File: src/rtl/control_div_if.sv
// Host-side bundle for the sequential divider: operands and start request in,
// results and status out.
interface control_div_if #(
  parameter int WIDTH = 16
);
  logic             init;
  logic [WIDTH-1:0] dividend;
  logic [WIDTH-1:0] divisor;
  logic [WIDTH-1:0] quotient;
  logic [WIDTH-1:0] remainder;
  logic             done;
  logic             busy;
  logic             div_by_zero;

  modport master (
    output init, dividend, divisor,
    input  quotient, remainder, done, busy, div_by_zero
  );

  modport slave (
    input  init, dividend, divisor,
    output quotient, remainder, done, busy, div_by_zero
  );
endinterface

File: src/rtl/control_div.sv
// Restoring shift-subtract divider, one quotient bit per SHIFT/CHECK(/SUB) pass; done after 2+2*WIDTH+ones(q) edges.
// Host holds init until done, then drops it to return to START; DIV_SIGNED_EN adds two's-complement operands via a FIX state.
module control_div #(
  parameter int WIDTH = 16
) (
  input  logic          clk,
  input  logic          rst,
  control_div_if.slave  bus
);

  localparam int AW = WIDTH + 1;
  localparam int CW = $clog2(WIDTH + 1);

  typedef enum logic [2:0] {
    S_START = 3'd0,
    S_LOAD  = 3'd1,
    S_SHIFT = 3'd2,
    S_CHECK = 3'd3,
    S_SUB   = 3'd4,
`ifdef DIV_SIGNED_EN
    S_FIX   = 3'd6,
`endif
    S_END   = 3'd5
  } state_t;

`ifdef DIV_SIGNED_EN
  localparam state_t S_LAST = S_FIX;
`else
  localparam state_t S_LAST = S_END;
`endif

  state_t           state_q, state_d;
  logic [AW-1:0]    a_q, a_d;
  logic [WIDTH-1:0] q_q, q_d;
  logic [WIDTH-1:0] b_q, b_d;
  logic [CW-1:0]    count_q, count_d;
  logic [WIDTH-1:0] quotient_q, quotient_d;
  logic [WIDTH-1:0] remainder_q, remainder_d;
  logic             dbz_q, dbz_d;
  logic [AW-1:0]    b_ext;
  logic [AW-1:0]    diff;
`ifdef DIV_SIGNED_EN
  logic             sign_q_q, sign_q_d;
  logic             sign_r_q, sign_r_d;
`endif

  assign b_ext = {1'b0, b_q};
  assign diff  = a_q - b_ext;

  always_comb begin
    state_d     = state_q;
    a_d         = a_q;
    q_d         = q_q;
    b_d         = b_q;
    count_d     = count_q;
    quotient_d  = quotient_q;
    remainder_d = remainder_q;
    dbz_d       = dbz_q;
`ifdef DIV_SIGNED_EN
    sign_q_d    = sign_q_q;
    sign_r_d    = sign_r_q;
`endif

    case (state_q)
      S_START: begin
        if (bus.init) state_d = S_LOAD;
      end
      S_LOAD: begin
        a_d     = '0;
        count_d = CW'(WIDTH);
        dbz_d   = 1'b0;
`ifdef DIV_SIGNED_EN
        // Magnitudes go through the unsigned datapath; |MIN| is MIN read as unsigned.
        q_d      = bus.dividend[WIDTH-1] ? (~bus.dividend + WIDTH'(1)) : bus.dividend;
        b_d      = bus.divisor[WIDTH-1]  ? (~bus.divisor  + WIDTH'(1)) : bus.divisor;
        sign_q_d = bus.dividend[WIDTH-1] ^ bus.divisor[WIDTH-1];
        sign_r_d = bus.dividend[WIDTH-1];
`else
        q_d = bus.dividend;
        b_d = bus.divisor;
`endif
        if (bus.divisor == '0) begin
          state_d     = S_END;
          quotient_d  = '1;
          remainder_d = bus.dividend;
          dbz_d       = 1'b1;
        end else begin
          state_d = S_SHIFT;
        end
      end
      S_SHIFT: begin
        {a_d, q_d} = {a_q, q_q} << 1;
        count_d    = count_q - CW'(1);
        state_d    = S_CHECK;
      end
      S_CHECK: begin
        if (a_q >= b_ext)        state_d = S_SUB;
        else if (count_q == '0)  state_d = S_LAST;
        else                     state_d = S_SHIFT;
      end
      S_SUB: begin
        a_d    = diff;
        q_d[0] = 1'b1;
        state_d = (count_q == '0) ? S_LAST : S_SHIFT;
      end
`ifdef DIV_SIGNED_EN
      S_FIX: begin
        q_d     = sign_q_q ? (~q_q + WIDTH'(1)) : q_q;
        a_d     = sign_r_q ? (~a_q + AW'(1)) : a_q;
        state_d = S_END;
      end
`endif
      S_END: begin
        if (!bus.init) state_d = S_START;
      end
      default: state_d = S_START;
    endcase

    // Results are captured once, on the edge that enters END from the iteration path.
    if (state_d == S_END && state_q != S_END && state_q != S_LOAD) begin
      quotient_d  = q_d;
      remainder_d = a_d[WIDTH-1:0];
    end
  end

  always_ff @(posedge clk) begin
    if (rst) begin
      state_q     <= S_START;
      a_q         <= '0;
      q_q         <= '0;
      b_q         <= '0;
      count_q     <= '0;
      quotient_q  <= '0;
      remainder_q <= '0;
      dbz_q       <= 1'b0;
`ifdef DIV_SIGNED_EN
      sign_q_q    <= 1'b0;
      sign_r_q    <= 1'b0;
`endif
    end else begin
      state_q     <= state_d;
      a_q         <= a_d;
      q_q         <= q_d;
      b_q         <= b_d;
      count_q     <= count_d;
      quotient_q  <= quotient_d;
      remainder_q <= remainder_d;
      dbz_q       <= dbz_d;
`ifdef DIV_SIGNED_EN
      sign_q_q    <= sign_q_d;
      sign_r_q    <= sign_r_d;
`endif
    end
  end

  assign bus.quotient    = quotient_q;
  assign bus.remainder   = remainder_q;
  assign bus.div_by_zero = dbz_q;
  assign bus.done        = (state_q == S_END);
  assign bus.busy        = (state_q == S_LOAD) || (state_q == S_SHIFT) ||
                           (state_q == S_CHECK) || (state_q == S_SUB)
`ifdef DIV_SIGNED_EN
                           || (state_q == S_FIX)
`endif
                           ;

endmodule

File: src/flat_wrapper.sv
// flat-port wrapper written by rule: the top's interface ports become plain ports
module control_div_flat 
#(
  parameter int WIDTH = 16
)
  (clk, rst, bus_init, bus_dividend, bus_divisor, bus_quotient, bus_remainder, bus_done, bus_busy, bus_div_by_zero);
  control_div_if #(.WIDTH(WIDTH)) bus_i ();
  input  logic clk;
  input  logic rst;
  input wire logic [$bits(bus_i.init)-1:0] bus_init;
  input wire logic [$bits(bus_i.dividend)-1:0] bus_dividend;
  input wire logic [$bits(bus_i.divisor)-1:0] bus_divisor;
  output wire logic [$bits(bus_i.quotient)-1:0] bus_quotient;
  output wire logic [$bits(bus_i.remainder)-1:0] bus_remainder;
  output wire logic [$bits(bus_i.done)-1:0] bus_done;
  output wire logic [$bits(bus_i.busy)-1:0] bus_busy;
  output wire logic [$bits(bus_i.div_by_zero)-1:0] bus_div_by_zero;
  assign bus_i.init = bus_init;
  assign bus_i.dividend = bus_dividend;
  assign bus_i.divisor = bus_divisor;
  assign bus_quotient = bus_i.quotient;
  assign bus_remainder = bus_i.remainder;
  assign bus_done = bus_i.done;
  assign bus_busy = bus_i.busy;
  assign bus_div_by_zero = bus_i.div_by_zero;
  control_div #(.WIDTH(WIDTH)) u_core (.clk(clk), .rst(rst), .bus(bus_i));
endmodule
File: config.mk
export PLATFORM = sky130hd
export DESIGN_NAME = control_div_flat
export DESIGN_NICKNAME = d
export VERILOG_FILES = /design/src/rtl/control_div_if.sv /design/src/rtl/control_div.sv /design/src/flat_wrapper.sv
export SDC_FILE = /design/constraint.sdc
export NUM_CORES = 1
export LEC_CHECK = 0
export CORE_MARGIN = 1
export CORE_UTILIZATION = 40
export CTS_CLUSTER_SIZE = 8
export DETAILED_ROUTE_END_ITERATION = 12
export PLACE_DENSITY_LB_ADDON = 0.08
export SYNTH_ARGS = -nofsm -noshare
export SYNTH_HDL_FRONTEND = slang
export SYNTH_SLANG_ARGS = --single-unit
File: constraint.sdc
create_clock -name clk -period 3.52 [get_ports clk]
set_input_delay 0.704 -clock clk [delete_from_list [all_inputs] [get_ports clk]]
set_output_delay 0.704 -clock clk [all_outputs]
set_load 0.02 [all_outputs]
==> results of run 1 <==
[power breakdown]
group,leakage [nW],total (mW),internal (mW),switching (mW)
registers,0.731,1.47,1.27,0.204
logic,1.44,3.55,1.43,2.12
clock network,0.158,1.08,0.630,0.451
[stage by stage]
step	worst slack [ns]	total power, mW	hold WS (ns)	util (%)
2_1_floorplan	1.025	4.046	0.4363	-
3_3_place_gp	0.3936	4.957	0.4450	49.15
3_5_place_dp	0.3492	4.993	0.4465	49.15
4_1_cts	0.5484	6.092	0.4561	51.82
5_1_grt	0.2976	6.528	0.4794	51.82
6_report	0.5815	6.101	0.4542	51.82
[worst min-delay path, cell delays in order, from the launching register on]
cell and delay [ns]:
dfxtp_1 0.31, nand2_1 0.05, a21oi_1 0.05
[how the worst max path moves through the flow]
stage | start | end | slack (ns) | cells after the start
final | u_core.a_q[0] | u_core.a_q[16] | 0.58 | 12
after global routing | u_core.a_q[0] | u_core.a_q[16] | 0.30 | 12
after CTS | u_core.a_q[0] | u_core.a_q[16] | 0.55 | 12
after detailed placement | bus_divisor[0] | u_core.bus.remainder[8] | 0.35 | 10
after global placement | bus_divisor[0] | u_core.bus.remainder[8] | 0.39 | 10
after floorplan | u_core.a_q[0] | u_core.a_q[16] | 1.03 | 12
[routing by layer]
| metal | GRT usage (%) | part of all wire, % | up-vias |
|---|---|---|---|
| li1 | - | - | 2427 |
| met3 | 4.955 | 4.4 | 9 |
| met1 | 32.39 | 48 | 2383 |
| met2 | 37.63 | 47 | 124 |
| met5 | 0 | 0 | - |
| met4 | 5.801 | 1.1 | 0 |
[cells by family (layout without fill, tap and decap cells)]
family	Yosys count	in the layout
adders and majority gates	19	19
muxes	10	10
buffers and inverters	70	134
xor gates and xnor gates	12	12
and+or+nand+nor	227	227
DFF	90	90
AOI/OAI and AO/OA	214	214
[sequential cells by signal, summed over array words and instances (netlist names)]
register                count
u_core.q_q                 16
u_core.bus.quotient        16
u_core.state_q              3
u_core.bus.remainder       16
u_core.count_q              5
u_core.bus.div_by_zero      1
u_core.b_q                 16
u_core.a_q                 17
[layout by cell type (no fill, tap or decap), types with 3 or more instances in the layout]
| master | count |
|---|---|
| dfxtp_1 | 90 |
| nand2_1 | 76 |
| nor2_1 | 75 |
| a21oi_1 | 69 |
| clkdlybuf4s50_1 | 68 |
| nor3_1 | 31 |
| o21ai_0 | 28 |
| a211oi_2 | 26 |
| inv_1 | 25 |
| buf_4 | 20 |
| ha_1 | 17 |
| a211oi_1 | 16 |
| nor2b_1 | 15 |
| o22ai_1 | 15 |
| a22oi_1 | 15 |
| nand3_1 | 9 |
| clkbuf_16 | 9 |
| xnor2_1 | 8 |
| nor4_1 | 7 |
| mux2i_1 | 6 |
| a21o_1 | 5 |
| mux2_2 | 4 |
| a31oi_1 | 4 |
| xor2_1 | 4 |
| o21a_1 | 3 |
| o211ai_1 | 3 |
| a211o_1 | 3 |
| o21ai_1 | 3 |
| buf_12 | 3 |
[layout make-up]
class / instances / area share [%]
Clock buffer: 9 / 3.559
Timing Repair Buffer: 91 / 14.08
Tap cell: 168 / 3.321
Multi-Input combinational cell: 482 / 47.37
Clock inverter: 7 / 1.601
Inverter: 27 / 1.601
Sequential cell: 90 / 28.47
==> impl_results.md, run 1 <==
- Final instance area: 0.006329 mm^2
- Max-cap violation count: 0
- Routed WL: 15.12 mm
- Worst path max stage delay: 0.41 ns
- Max FO, Critical Path: 3
- Data arrival, critical path: 3.18 ns
- Multiplexer area fraction after synthesis: under 10%
- Root Buffer: clkbuf_16
- Ports: 70
- Min-Delay Path Depth: 2
- Hold/Removal Path Class: register to register
- Number of global-route vias before repair: 4522
- Hold Path Origin: u_core.b_q[6]
- Buffers & Inverters on Critical Path: 2
- Critical path's slowest cell: fa_1
- Clock Latency Late Sink: 0.35 ns
- Worst Clk Skew: 0.007342 ns
- Xor/xnor share of the synthesized area: under 10%
- Die span in x: 114.9 um
- Final Hold Viols: 0
- CTS sink cnt: 90
- Final #Nets: 754
- Wirelength per Cell: around 17 um
- Relative max-transition margin: 59.37%
- FF/Latch Area: about 0.0018 mm^2
- CP Data Required Time: 3.76 ns
- Postcts setup bufs: 0
- Worst-Margin Slew: 0.6094 ns
- Chip height: 114.9 um
- Core footprint: 0.01221 mm^2
- Worst VDD drop: 421.4 uV
- Flop2flop setup slack: 0.58 ns
- First-pass GRT wire length: 23.85 mm
- Fraction of registers with async set/reset: 0%
- Fraction of layout cells with a size suffix above 1: 11.90%
- Dpl cell area: 0.006002 mm^2
- Most frequent cell after synthesis: dfxtp_1
- Crit path max-delay family: compound AO/OA/AOI/OAI gates
- Worst reg2reg startpoint: u_core.a_q[0]
- Clock period minus worst slack: 2.938 ns
- Area grow syn2layout: 24.06%
- Yosys top cell area share: 35.32%
- Largest family of logic cells by synthesized area: compound AO/OA/AOI/OAI gates
- CTS tree: built
- # diodes: 0
- Top cells by area, synth: dfxtp_1, a21oi_1, a211oi_2, nand2_1, nor2_1
- Mapped Area: 0.005101 mm^2
- Number of vias per cell: 5.656
- Synth cell types: 65
- Synth Area in Simple Gates: 19.79%
- Total congestion overflow: 0
- Synthesis Warnings: 0
- Avg Cell Area, Syn: 7.946 um^2
- Total Neg Setup Slack: 0 ns
- CTS Buffer Depth: 2
- Type of destination of the critical path: register
- Global placer's final weighted congestion: 0.8428
- Antenna-violating nets left: 0
- Detailed placement HPWL: 10.95 mm
- Most frequent cells after synthesis: dfxtp_1, nand2_1, nor2_1
- Type of origin of the critical path: register
- Crit-path cells: inv_1 > ha_1 > inv_1 > fa_1 > a21oi_1 > o211ai_1 > a211oi_1 > o21bai_1 > a21oi_1 > o211ai_2 > mux2i_1 > a2111oi_0
- DR pass1 iterations: 7
- Area leader, netlist: dfxtp_1
- LEAKAGE: 2.326 nW
- Initial antenna violation count: 0
- Status: completed
- Post-synthesis sequential area ratio: between 30% and 40%
- GRT Total Usage: 23.57%
- Gate Count Post-Synth: 642
- Area of the multi-input gates: 0.002998 mm^2
- CTS Hold Bufs: 0
- Post-synthesis compound-gate area fraction: 30.00%
- Post-synthesis adder-cell area fraction: ~4.8%
- Post-synth EDFFs: 0
- Hold Crit Endpoint: u_core.b_q[6]
- Clock Pin Slew Worst Setup and Hold Paths: 0.07 ns
- Post-cts resize count: 0
- Yosys reg bits: 90
- Final Max Tran Viols: 0
- PD cells: slightly below 1000 mW/mm^2
- Vias: approximately 5000
- Setup violations, final: 0
- Num rows: 40
- Filler-free cell count of the finished design: 874
- Post-Syn Nets: 695
- Unrepaired setup endpoints after global routing: no
- Reg2reg path depth: 12
- Initial Util: 41.77%
- CTS H-Tree Depth: 3
- Die Area: 0.01321 mm^2
- Residual DRC count: 0
- PortBufs: 69
- Largest net degree at the start of global routing: 51
- Tcrit/Tclk final: 83.48%
- Placed Cells incl. Taps: ~860
- Filler instances: 1220
- WS Path Type: register to register
- TritonCTS buffer count: 9
- Top FF cell, synth: dfxtp_1
- Initial DRC count: 403
- Max Fclk: roughly 340 MHz
- Capturing point of the worst reg2reg path: u_core.a_q[16]
(Power assumes the default switching activity.)
==> run 2, diff against run 1 <==
clock period = 2.4 ns   (was 3.52 ns; I/O delays follow)
==> impl_results.md, run 2 (same netlist as run 1, synthesis figures left out) <==
- Die span in x: 114.9 um
- Fin worst setup slack: -0.1933 ns
- Core footprint: 0.01221 mm^2
- Status: complete, but fails checks
- Relative max-transition margin: 57.26%
- Filler instances: 1101
- Total Neg Setup Slack: -4.292 ns
- Antenna-violating nets left: 0
- Initial DRC count: 396
- Worst Clk Skew: between 0.006 and 0.007 ns
- LEAKAGE: 2.926 nW
- Area grow syn2layout: 46.92%
- Worst-Margin Slew: 0.6387 ns
- Largest net degree at the start of global routing: 32
- Final #Nets: 855
- Global placer's final weighted congestion: 0.9152
- Ports: 70
- Max Fclk: 385.6 MHz
- Failing checks: setup timing
- Setup violations, final: 33
- Reg2reg path depth: 12
- Initial antenna violation count: 0
- Capturing point of the worst reg2reg path: u_core.bus.quotient[6]
- Hold_ws: around 0.45 ns
- Num rows: 40
- Flop2flop setup slack: -0.19 ns
- Routed WL: ~17 mm
- Fraction of layout cells with a size suffix above 1: 29.40%
- Largest register FFs: 17
- Tcrit/Tclk final: 108.1%
- Number of global-route vias before repair: roughly 5300
- Pre-CTS worst setup slack: -0.4705 ns
- CP Data Required Time: ~2.7 ns
- Max-cap violation count: 0
- Data arrival, critical path: ~2.9 ns
- PortBufs: 69
- Detailed placement HPWL: 12.13 mm
- DR pass1 iterations: 5
- Total congestion overflow: 0
- Worst VDD drop: 911.1 uV
- Die Area: about 0.013 mm^2
- Hold Crit Endpoint: u_core.b_q[14]
- CTS Buffer Depth: 2
- Clock Pin Slew Worst Setup and Hold Paths: around 0.070 ns
- Biggest register: u_core.a_q
- Type of origin of the critical path: register
- Type of destination of the critical path: register
- Filler-free cell count of the finished design: 974
- Max FO, Critical Path: 7
- Unrepaired setup endpoints after global routing: yes
- Clock period minus worst slack: 2.593 ns
- Residual DRC count: 0
- WS Path Type: register to register
- First-pass GRT wire length: 27.15 mm
- PD cells: 1399 mW/mm^2
- Final Hold Viols: 0
- CTS sink cnt: 90
- CTS tree: built
- Final Max Tran Viols: 0
- CTS H-Tree Depth: 3
- Placed Cells incl. Taps: 930
- # diodes: 0
- TritonCTS buffer count: 9
- Root Buffer: clkbuf_16
- Vias: 5440
- Clock Latency Late Sink: 0.35 ns
- GRT Total Usage: 26.94%
- Hold Path Origin: u_core.b_q[14]
- Wirelength per Cell: around 18 um
- Commonest cells after routing, fill and taps aside: buf_4, dfxtp_1, nand2_1
- Initial Util: 41.77%
- Min-Delay Path Depth: 2
- Worst reg2reg startpoint: u_core.a_q[1]
- Number of vias per cell: 5.585
- Commonest non-fill, non-tap cell in the layout: buf_4
- Chip height: 114.9 um
- Hold/Removal Path Class: register to register
==> run 2: repair_timing <==
action | 4_1_cts | 5_1_grt
pin swaps | 37 | 20
gates cloned | 2 | 0
resized for setup | 57 | 35
hold buffers | 0 | 0
buffers inserted | 19 | 10
endpoints found under the setup margin | 41 | 45
==> run 2: cell type report <==
class,count,area [um^2],share of cell area (%)
well taps,168,210.2,2.805
clock inverters,4,52.55,0.7012
multi-input cells,482,3272,43.66
flip-flops and latches,90,1814,24.21
repair buffers,192,1802,24.04
clock buffers,11,242.7,3.239
inverters,27,101.3,1.352
==> run 2: how the worst max path moves through the flow <==
| stage | slack, ns | to | cells past startpoint | startpoint |
|---|---|---|---|---|
| CTS | -0.28 | u_core.bus.remainder[8] | 12 | u_core.a_q[1] |
| floorplan | 0.004 | u_core.a_q[16] | 12 | u_core.a_q[0] |
| finish | -0.19 | u_core.bus.quotient[6] | 12 | u_core.a_q[1] |
| detailed placement | -0.47 | u_core.bus.quotient[7] | 12 | bus_divisor[3] |
| global placement | -0.52 | u_core.bus.remainder[11] | 11 | bus_divisor[11] |
| global route | -0.27 | u_core.bus.quotient[6] | 13 | u_core.b_q[1] |
==> run 2: per-stage QoR <==
step	utilization, %	instance area [um^2]	power (mW)
2_1_floorplan	-	5111	5.961
3_3_place_gp	53.86	6578	8.058
6_report	61.37	7495	10.48
4_1_cts	59.78	7301	10.10
5_1_grt	61.37	7495	11.21
3_5_place_dp	53.86	6578	8.144
==> run 2: routing by layer <==
layer | track usage (%) | vias up | part of all wire (%)
li1 | - | 2634 | -
met1 | 35.61 | 2615 | 46
met2 | 44.42 | 161 | 47
met3 | 4.533 | 30 | 5.4
met4 | 9.264 | 0 | 2.3
met5 | 0 | - | 0
==> run 2: worst max-delay path: stages, from the launching register on <==
cell and delay [ns]:
dfxtp_4 0.35, ha_4 0.24, nor2b_4 0.13, o31a_1 0.27
o311a_1 0.36, o31ai_2 0.23, o211ai_2 0.18, o21ai_4 0.12
buf_12 0.16, buf_12 0.12, buf_12 0.13, nor3_4 0.04
a211oi_2 0.17
==> run 2: report_power, final <==
part           internal, mW  switching (mW)
Sequential             1.87           0.296
Combinational          3.21            3.66
Clock                 0.833           0.617
